**src/rtl/enigma_pkg.sv**
```systemverilog
// Shared constants for the UART transmit arbiter.
// State encodings, timeout default and ASCII line-ending bytes.
package enigma_pkg;

    typedef logic [1:0] arb_state_t;

    localparam arb_state_t S_IDLE     = 2'd0;
    localparam arb_state_t S_LAUNCH   = 2'd1;
    localparam arb_state_t S_WAIT_ACK = 2'd2;
    localparam arb_state_t S_DRAIN    = 2'd3;

    localparam int ACK_TIMEOUT_DEF = 4;

    localparam logic [7:0] ASCII_CR = 8'h0D;
    localparam logic [7:0] ASCII_LF = 8'h0A;

endpackage

```
**src/rtl/uart_tx_arbiter_if.sv**
```systemverilog
// Client and uart_tx handshake bundle for the transmit arbiter.
// master = clients plus uart_tx side, slave = arbiter side.
interface uart_tx_arbiter_if;

    logic       c0_start;
    logic [7:0] c0_byte;
    logic       c0_lock;
    logic       c0_busy;
    logic       c1_valid;
    logic [7:0] c1_byte;
    logic       c1_ready;
    logic       tx_busy;
    logic [7:0] tx_byte;
    logic       tx_start;

    modport master (
        output c0_start, c0_byte, c0_lock,
        output c1_valid, c1_byte,
        output tx_busy,
        input  c0_busy, c1_ready,
        input  tx_byte, tx_start
    );

    modport slave (
        input  c0_start, c0_byte, c0_lock,
        input  c1_valid, c1_byte,
        input  tx_busy,
        output c0_busy, c1_ready,
        output tx_byte, tx_start
    );

endinterface

```
**src/rtl/uart_tx_arbiter_byte_fifo.sv**
```systemverilog
// Byte FIFO with first-word-fall-through output.
// Pointers carry an extra wrap bit so count reaches DEPTH.
module byte_fifo #(
    parameter  int DEPTH = 8,
    localparam int AW    = $clog2(DEPTH)
) (
    input  logic        clk,
    input  logic        rst,
    input  logic        push,
    input  logic        pop,
    input  logic [7:0]  din,
    output logic [7:0]  dout,
    output logic [AW:0] count,
    output logic        full,
    output logic        empty
);

    logic [7:0]  mem [DEPTH];
    logic [AW:0] wr_ptr;
    logic [AW:0] rd_ptr;

    assign count = wr_ptr - rd_ptr;
    assign full  = (count == (AW+1)'(DEPTH));
    assign empty = (wr_ptr == rd_ptr);
    assign dout  = mem[rd_ptr[AW-1:0]];

    // storage write, no reset needed on the data array
    always_ff @(posedge clk) begin
        if (push && !full) begin
            mem[wr_ptr[AW-1:0]] <= din;
        end
    end

    // pointer update; full blocks push, empty blocks pop
    always_ff @(posedge clk) begin
        if (rst) begin
            wr_ptr <= '0;
            rd_ptr <= '0;
        end else begin
            if (push && !full) begin
                wr_ptr <= wr_ptr + 1'b1;
            end
            if (pop && !empty) begin
                rd_ptr <= rd_ptr + 1'b1;
            end
        end
    end

endmodule

```
**src/rtl/uart_tx_arbiter.sv**
```systemverilog
// Shares one uart_tx between the response path (c0) and the
// cipher stream (c1, FIFO-buffered); c0 wins, c0_lock holds c1 off.
module uart_tx_arbiter
    import enigma_pkg::*;
#(
    parameter  int FIFO_DEPTH  = 8,
    parameter  int ACK_TIMEOUT = ACK_TIMEOUT_DEF,
    localparam int CW          = $clog2(FIFO_DEPTH) + 1,
    localparam int TW          = $clog2(ACK_TIMEOUT + 1)
) (
    input  logic                clk,
    input  logic                rst,
    uart_tx_arbiter_if.slave    bus,
    output logic [CW-1:0]       fifo_count,
    input  logic                clear_err,
    output logic                overflow,
    output logic                proto_err
);

    arb_state_t  state;
    logic [TW-1:0] ack_cnt;
    logic [7:0]  tx_byte_q;

    logic        c0_buf_valid;
    logic [7:0]  c0_buf;

    logic        f_push;
    logic        f_full;
    logic        f_empty;
    logic [7:0]  f_dout;

    logic        idle_free;
    logic        issue_c0;
    logic        issue_c1;
    logic        ovf_evt;
    logic        proto_evt;

    assign idle_free = (state == S_IDLE) && !bus.tx_busy;
    assign issue_c0  = idle_free && c0_buf_valid;
    assign issue_c1  = idle_free && !c0_buf_valid
                    && !bus.c0_lock && !f_empty;

    assign bus.c1_ready = !f_full;
    assign f_push       = bus.c1_valid && !f_full;
    assign ovf_evt      = bus.c1_valid && f_full;
    assign proto_evt    = bus.c0_start && c0_buf_valid;

    assign bus.c0_busy  = bus.c0_start | c0_buf_valid
                        | (state != S_IDLE) | bus.tx_busy;
    assign bus.tx_start = (state == S_LAUNCH);
    assign bus.tx_byte  = tx_byte_q;

    byte_fifo #(
        .DEPTH (FIFO_DEPTH)
    ) u_fifo (
        .clk   (clk),
        .rst   (rst),
        .push  (f_push),
        .pop   (issue_c1),
        .din   (bus.c1_byte),
        .dout  (f_dout),
        .count (fifo_count),
        .full  (f_full),
        .empty (f_empty)
    );

    // c0 holding register: capture when empty, release on issue
    always_ff @(posedge clk) begin
        if (rst) begin
            c0_buf_valid <= 1'b0;
            c0_buf       <= 8'h00;
        end else if (bus.c0_start && !c0_buf_valid) begin
            c0_buf_valid <= 1'b1;
            c0_buf       <= bus.c0_byte;
        end else if (issue_c0) begin
            c0_buf_valid <= 1'b0;
        end
    end

    // launch sequencer; WAIT_ACK gives up after ACK_TIMEOUT cycles
    always_ff @(posedge clk) begin
        if (rst) begin
            state     <= S_IDLE;
            tx_byte_q <= 8'h00;
            ack_cnt   <= '0;
        end else begin
            unique case (state)
                S_IDLE: begin
                    if (issue_c0) begin
                        tx_byte_q <= c0_buf;
                        state     <= S_LAUNCH;
                    end else if (issue_c1) begin
                        tx_byte_q <= f_dout;
                        state     <= S_LAUNCH;
                    end
                end
                S_LAUNCH: begin
                    ack_cnt <= '0;
                    state   <= S_WAIT_ACK;
                end
                S_WAIT_ACK: begin
                    if (bus.tx_busy) begin
                        state <= S_DRAIN;
                    end else if (ack_cnt == TW'(ACK_TIMEOUT - 1)) begin
                        state <= S_IDLE;
                    end else begin
                        ack_cnt <= ack_cnt + 1'b1;
                    end
                end
                S_DRAIN: begin
                    if (!bus.tx_busy) begin
                        state <= S_IDLE;
                    end
                end
                default: state <= S_IDLE;
            endcase
        end
    end

    // sticky error flags; a set event beats a same-cycle clear
    always_ff @(posedge clk) begin
        if (rst) begin
            overflow  <= 1'b0;
            proto_err <= 1'b0;
        end else begin
            overflow  <= ovf_evt   | (overflow  & ~clear_err);
            proto_err <= proto_evt | (proto_err & ~clear_err);
        end
    end

endmodule

```
**src/flat_wrapper.sv**
```systemverilog
// flat-port wrapper written by rule: the top's interface ports become plain ports
module uart_tx_arbiter_flat import enigma_pkg::*;
#(
    parameter  int FIFO_DEPTH  = 8,
    parameter  int ACK_TIMEOUT = ACK_TIMEOUT_DEF,
    localparam int CW          = $clog2(FIFO_DEPTH) + 1,
    localparam int TW          = $clog2(ACK_TIMEOUT + 1)
)
  (clk, rst, fifo_count, clear_err, overflow, proto_err, bus_c0_start, bus_c0_byte, bus_c0_lock, bus_c1_valid, bus_c1_byte, bus_tx_busy, bus_c0_busy, bus_c1_ready, bus_tx_byte, bus_tx_start);
  uart_tx_arbiter_if bus_i ();
  input  logic clk;
  input  logic rst;
  output logic [CW-1:0] fifo_count;
  input  logic clear_err;
  output logic overflow;
  output logic proto_err;
  input wire logic [$bits(bus_i.c0_start)-1:0] bus_c0_start;
  input wire logic [$bits(bus_i.c0_byte)-1:0] bus_c0_byte;
  input wire logic [$bits(bus_i.c0_lock)-1:0] bus_c0_lock;
  input wire logic [$bits(bus_i.c1_valid)-1:0] bus_c1_valid;
  input wire logic [$bits(bus_i.c1_byte)-1:0] bus_c1_byte;
  input wire logic [$bits(bus_i.tx_busy)-1:0] bus_tx_busy;
  output wire logic [$bits(bus_i.c0_busy)-1:0] bus_c0_busy;
  output wire logic [$bits(bus_i.c1_ready)-1:0] bus_c1_ready;
  output wire logic [$bits(bus_i.tx_byte)-1:0] bus_tx_byte;
  output wire logic [$bits(bus_i.tx_start)-1:0] bus_tx_start;
  assign bus_i.c0_start = bus_c0_start;
  assign bus_i.c0_byte = bus_c0_byte;
  assign bus_i.c0_lock = bus_c0_lock;
  assign bus_i.c1_valid = bus_c1_valid;
  assign bus_i.c1_byte = bus_c1_byte;
  assign bus_i.tx_busy = bus_tx_busy;
  assign bus_c0_busy = bus_i.c0_busy;
  assign bus_c1_ready = bus_i.c1_ready;
  assign bus_tx_byte = bus_i.tx_byte;
  assign bus_tx_start = bus_i.tx_start;
  uart_tx_arbiter #(.FIFO_DEPTH(FIFO_DEPTH), .ACK_TIMEOUT(ACK_TIMEOUT)) u_core (.clk(clk), .rst(rst), .bus(bus_i), .fifo_count(fifo_count), .clear_err(clear_err), .overflow(overflow), .proto_err(proto_err));
endmodule
```
**config.mk**
```make
export PLATFORM = sky130hd
export DESIGN_NAME = uart_tx_arbiter_flat
export DESIGN_NICKNAME = d
export VERILOG_FILES = /design/src/rtl/enigma_pkg.sv /design/src/rtl/uart_tx_arbiter_if.sv /design/src/rtl/uart_tx_arbiter_byte_fifo.sv /design/src/rtl/uart_tx_arbiter.sv /design/src/flat_wrapper.sv
export SDC_FILE = /design/constraint.sdc
export NUM_CORES = 1
export LEC_CHECK = 0
export CAP_MARGIN = 20
export CORE_UTILIZATION = 50
export CTS_BUF_LIST = sky130_fd_sc_hd__clkbuf_2
export DETAILED_ROUTE_END_ITERATION = 12
export PLACE_DENSITY = 0.77
export SETUP_SLACK_MARGIN = 0.15
export SYNTH_ARGS = -nofsm -noshare
export SYNTH_HDL_FRONTEND = slang
export SYNTH_SLANG_ARGS = --single-unit
```
**constraint.sdc**
```tcl
create_clock -name clk -period 8.11 [get_ports clk]
set_input_delay 1.622 -clock clk [delete_from_list [all_inputs] [get_ports clk]]
set_output_delay 1.622 -clock clk [all_outputs]
set_load 0.01 [all_outputs]
```
==> results of run 1 <==
-- state kept, by name, indices dropped and copies added, names as in the netlist, named ones only --
signal                count
u_core.c0_buf_valid       1
u_core.bus.tx_byte        8
u_core.overflow           1
u_core.ack_cnt            3
u_core.u_fifo.wr_ptr      4
u_core.state              2
u_core.u_fifo.mem        64
u_core.proto_err          1
u_core.u_fifo.rd_ptr      4
u_core.c0_buf             8
-- layout by cell type (no fill, tap or decap), drive strengths merged, types with 2 or more instances in the layout --
cell type	Yosys	layout
mux4	16	16
nand2b	3	3
clkbuf	11	9
or4b	8	8
nor4	3	3
nor2b	4	4
ha	7	7
nor3	9	9
nand4	3	3
o21ai	3	3
dfxtp	35	35
mux2i	10	10
edfxtp	64	64
or3	2	2
nand3b	2	2
nand4b	8	8
o311ai	10	10
o211ai	2	2
a21oi	15	15
clkdlybuf4s50	0	39
nand2	11	11
xor2	3	3
nor2	29	29
inv	18	22
mux2	4	4
nor3b	2	2
nand3	4	4
buf	5	8
-- critical path, delay by kind of cell, from the launching register on --
kind	cells	cell delay, ps
AND/OR/NAND/NOR	2	1130
buffers and inverters	4	770
adder cells (fa/ha/maj)	2	670
flip-flops	1	490
-- layout make-up --
class	instances	area (µm²)	area share [%]
Timing Repair Buffer	47	470	9.73
Inverter	18	67.6	1.40
Multi-Input combinational cell	168	1440	29.7
Clock buffer	9	45.0	0.931
Clock inverter	7	65.1	1.35
Tap cell	105	131	2.72
Sequential cell	99	2620	54.2
-- power breakdown --
part / switching [µW] / internal, µW / leakage (µW) / total (µW)
Combinational: 158 / 137 / 0.000653 / 295
Sequential: 29.9 / 587 / 0.000866 / 617
Clock: 155 / 70.6 / 0.0000731 / 225
Total: 343 / 794 / 0.00159 / 1140
-- worst max path at each step --
| stage | start | end |
|---|---|---|
| after floorplan | u_core.u_fifo.wr_ptr[0]$_SDFFE_PP0P_ | bus_c1_ready |
| after global placement | bus_tx_busy | bus_c0_busy |
| after detailed placement | u_core.u_fifo.wr_ptr[0]$_SDFFE_PP0P_ | bus_c1_ready |
| after CTS | u_core.u_fifo.wr_ptr[0]$_SDFFE_PP0P_ | bus_c1_ready |
| after global routing | u_core.u_fifo.wr_ptr[0]$_SDFFE_PP0P_ | bus_c1_ready |
| final | u_core.u_fifo.wr_ptr[0]$_SDFFE_PP0P_ | bus_c1_ready |
-- stage by stage --
stage	utilization, %	cells	power [µW]
floorplan	-	301	807
global placement	57.5	436	909
detailed placement	57.5	436	920
CTS	58.8	452	1140
global route	59.2	453	1190
finish	59.2	453	1140
-- cell families after synthesis --
kind of cell / count (synthesis) / share of synthesized area (%)
XOR/XNOR: 4 / 1.01
AND/OR/NAND/NOR: 90 / 12.3
adder cells (fa/ha/maj): 8 / 2.56
AO/OA/AOI/OAI: 36 / 6.16
buffers and inverters: 34 / 3.57
multiplexers: 30 / 12.0
flip-flops: 99 / 62.4
-- layer usage --
| metal | track usage, % | vias to the layer above | wire length (µm) |
|---|---|---|---|
| li1 | - | 1237 | - |
| met1 | 22.4 | 1243 | 3270 |
| met2 | 30.2 | 42 | 3650 |
| met3 | 2.83 | 11 | 225 |
| met4 | 8.85 | 0 | 133 |
| met5 | 0 | - | 0 |
==> flow_summary_export.csv, run 1 <==
group,metric,value,unit
hold_path,holdCritPathClass,"reg -> reg",
clock_tree,clockBufferDepth,2,
critical_path,startpoint_type,"register",
sta,fin_skew,41.4,ps
sta,hold_viol,0,
route,drtPass1Iterations,4,
synth,netlist.area_leader.share,45.7,%
place,place.gp.congestion,0.880,
critical_path,endpoint_kind,"primary output",
clock_tree,cts_tree,"built",
sta,fin_ws,2900,ps
grt,grt_max_degree,57,
critical_path,cp_max_fo,8,
clock_tree,cts_resized,0,
synth,synth_nets,332,
synth,synthMostInstantiatedCell,"edfxtp_1",
synth,yosys-top-cells-area,"edfxtp_1 46%, dfxtp_1 17%, mux4_2 8.6%",
status,outcome,"finished clean",
sta,clock.fmax,0.192,GHz
die,core-area,8180,µm²
route,avgRoutedWirePerCell,16.1,µm
die,die_area,8780,µm²
clock_tree,clk_pin_slew,240,ps
power_and_ir_drop,ir_drop,0.205,mV
finish,fill_cells,637,
clock_tree,cts.sinks,99,
grt,overflow,0,
grt,grt_pass1_wl,11500,µm
critical_path,cp_cell_sequence,"inv_1, ha_1, inv_1, fa_1, or3_1, nor3_1, inv_1, clkdlybuf4s50_1",
synth,ys_seq_elements,99,
critical_path,crit_path_top_delay_cell,"nor3_1",
synth,async_reset_ff_share,0,%
synth,ys_warn_count,0,
place,port_buffers,39,
hold_path,hold_start,"u_core.overflow$_SDFF_PP0_",
finish,fin_nets,374,
die,die_h,93.7,µm
route,drt-initial-drc-count,99,
route,wirelength,7280,µm
clock_tree,clock_latency,550,ps
synth,ys_types,44,
clock_tree,post-cts-setup-buffers,0,
finish,design_area,4840,µm²
sta,fin_tns_setup,0,ps
place,place_area,4700,µm²
grt,grt_pass1_vias,2307,
synth,syn_inst,301,
sta,finalCriticalPeriod,5210,ps
critical_path,rr_endpoint,"u_core.u_fifo.mem[3][0]$_DFFE_PP_",
synth,ys_top_cells_by_count,"64 x edfxtp_1, 35 x dfxtp_1, 29 x nor2_1",
flow_run,cap_viol_max_count,0,
die,initial_core_util,51.4,%
route,via_per_inst,5.59,
synth,syn_area,4200,µm²
die,die_width,93.7,µm
finish,drive_above_1_share,14.1,%
sta,slew_violations,0,
finish,syn_to_final_growth,15.1,%
critical_path,slowest_delay,700,ps
synth,avgSynthCellArea,14.0,µm²
sta,finalSetupViolations,0,
critical_path,cp_common_cell,"inv_1",
sta,grt_setup_unrepaired,"false",
critical_path,worstPathRequired,6490,ps
finish,num_antenna_cells,0,
clock_tree,ctsHtreeMaxLevel,3,
grt,antenna_found_initial,0,
clock_tree,hold_buffers,0,
sta,slew_headroom,36.7,%
clock_tree,cts_buffers,9,
die,row_count,33,
hold_path,hold_end,"u_core.overflow$_SDFF_PP0_",
critical_path,rr_startpoint,"u_core.u_fifo.wr_ptr[0]$_SDFFE_PP0P_",
critical_path,r2r_cells,7,
synth,ys_seq_area_share,62.4,%
sta,worstMarginPinSlew,948,ps
die,num_io_pins,40,
hold_path,whs_path_depth,2,
critical_path,r2r_setup_slack,5030,ps
clock_tree,root_buffer,"clkbuf_2",
sta,fin_crit_sh,64.3,%
critical_path,path_class,"reg -> out",
route,ant_nets,0,
grt,track_usage,17.9,%
route,drc_errors,0,
route,vias,2533,
synth,synth_edf_count,64,
synth,yosys.area.top_type,"edfxtp_1",
place,preCtsSetupSlack,3510,ps
sta,hold-worst-slack,469,ps
place,dp_hpwl,4870,µm
critical_path,cp.arrival,3590,ps
power_and_ir_drop,p_leak,0.00159,µW
power_and_ir_drop,power.density,235,nW/µm²
synth,synth_flop_cell,"edfxtp_1",
(Power assumes the default switching activity.)
==> inputs of run 2 (changes only) <==
Clock period 8.11 ns to 5.2 ns, I/O delays scaled along.
==> flow_summary_export.csv, run 2 (synthesis gave the netlist of run 1 again) <==
group,metric,value,unit
critical_path,rr_startpoint,"u_core.u_fifo.wr_ptr[0]$_SDFFE_PP0P_",
route,drtPass1Iterations,4,
critical_path,startpoint_type,"register",
grt,grt_pass1_vias,2450,
finish,fin_nets,376,
die,initial_core_util,51.4,%
sta,clock.fmax,0.218,GHz
die,core-area,8180,µm²
critical_path,crit_start,"u_core.u_fifo.wr_ptr[0]$_SDFFE_PP0P_",
die,die_h,93.7,µm
critical_path,slowest_delay,640,ps
clock_tree,clk_pin_slew,250,ps
hold_path,hold_start,"u_core.overflow$_SDFF_PP0_",
die,die_area,8780,µm²
sta,slew_violations,0,
clock_tree,clockBufferDepth,2,
sta,fin_crit_sh,88.3,%
sta,worstMarginPinSlew,956,ps
sta,grt_setup_unrepaired,"false",
clock_tree,hold_buffers,0,
grt,overflow,0,
critical_path,cp.arrival,3550,ps
die,row_count,33,
critical_path,endpoint_kind,"primary output",
critical_path,r2r_setup_slack,2180,ps
clock_tree,root_buffer,"clkbuf_2",
power_and_ir_drop,p_leak,0.00163,µW
critical_path,path_class,"reg -> out",
sta,fin_tns_setup,0,ps
critical_path,cp_cell_sequence,"inv_1, ha_1, inv_1, fa_1, or3_1, nor3_1, inv_1, clkdlybuf4s50_1",
grt,grt_pass1_wl,12100,µm
sta,fin_skew,32.1,ps
route,drc_errors,0,
clock_tree,cts.sinks,99,
grt,grt_max_degree,40,
flow_run,cap_viol_max_count,0,
grt,track_usage,18.8,%
sta,finalSetupViolations,0,
finish,largest_reg_flops,64,
critical_path,critPathBufInv,4,
sta,finalCriticalPeriod,4590,ps
clock_tree,ctsHtreeMaxLevel,3,
route,wirelength,7520,µm
die,die_width,93.7,µm
clock_tree,clock_latency,550,ps
place,place.gp.congestion,0.890,
finish,drive_above_1_share,14.3,%
clock_tree,cts_buffers,9,
place,dp_hpwl,4950,µm
clock_tree,cts_resized,0,
die,num_io_pins,40,
place,port_buffers,39,
critical_path,worstPathRequired,4160,ps
clock_tree,cts_tree,"built",
finish,layout_common_cells,"64 x edfxtp_1, 39 x clkdlybuf4s50_1, 35 x dfxtp_1, 29 x nor2_1, 18 x inv_1",
hold_path,holdCritPathClass,"reg -> reg",
sta,hold_viol,0,
critical_path,crit_path_top_delay_cell,"nor3_1",
critical_path,cp_common_cell,"inv_1",
clock_tree,post-cts-setup-buffers,0,
finish,num_antenna_cells,0,
power_and_ir_drop,ir_drop,0.265,mV
power_and_ir_drop,power.density,378,nW/µm²
status,outcome,"finished clean",
grt,antenna_found_initial,0,
finish,final_common_cell,"edfxtp_1",
critical_path,cp_top_family,"simple AND/OR/NAND/NOR gates",
route,drt-initial-drc-count,153,
finish,fill_cells,620,
route,avgRoutedWirePerCell,16.5,µm
route,via_per_inst,5.60,
sta,fin_ws,610,ps
critical_path,cp_max_fo,8,
finish,syn_to_final_growth,16.8,%
route,ant_nets,0,
place,preCtsSetupSlack,1260,ps
route,vias,2548,
sta,slew_headroom,36.1,%
-- run 2: worst register-to-register path: cells and delay by family, from the launching register on --
kind / cells / cell delay, ps
adders and majority gates: 2 / 660
buffers and inverters: 3 / 410
DFF: 1 / 490
and+or+nand+nor: 3 / 1220
-- run 2: area by class of cell --
| type | instances | area (µm²) | share of cell area (%) |
|---|---|---|---|
| flip-flops and latches | 99 | 2620 | 53.4 |
| multi-input cells | 168 | 1430 | 29.1 |
| repair buffers | 49 | 505 | 10.3 |
| well taps | 105 | 131 | 2.68 |
| clock inverters | 6 | 101 | 2.06 |
| inverters | 18 | 67.6 | 1.38 |
| clock buffers | 10 | 50.0 | 1.02 |
-- run 2: per-stage QoR --
stage / std cells / hold WS, ps / power, µW / utilization (%) / area (µm²)
4_1_cts: 453 / 471 / 1860 / 59.4 / 4850
6_report: 455 / 466 / 1850 / 60.0 / 4910
5_1_grt: 455 / 510 / 1950 / 60.0 / 4910
3_5_place_dp: 437 / 446 / 1430 / 57.5 / 4700
3_3_place_gp: 437 / 442 / 1420 / 57.5 / 4700
2_1_floorplan: 301 / 460 / 1260 / - / 4200
-- run 2: final timing paths --
check	end	depth (start not counted)
setup / recovery	bus_c1_ready	8
hold / removal	u_core.overflow$_SDFF_PP0_	2
setup reg to reg	u_core.u_fifo.mem[5][0]$_DFFE_PP_	8
hold reg to reg	u_core.overflow$_SDFF_PP0_	2
-- run 2: layer usage --
| layer | GRT usage (%) | wire length, µm | up-vias |
|---|---|---|---|
| li1 | - | - | 1248 |
| met1 | 24.7 | 3340 | 1247 |
| met2 | 30.7 | 3830 | 47 |
| met3 | 3.72 | 245 | 6 |
| met5 | 0 | 0 | - |
| met4 | 7.31 | 104 | 0 |
-- run 2: power breakdown --
part           internal [µW]  switching (µW)
Sequential               916            45.1
Clock                    187             246
Combinational            216             244
Total                   1320             535
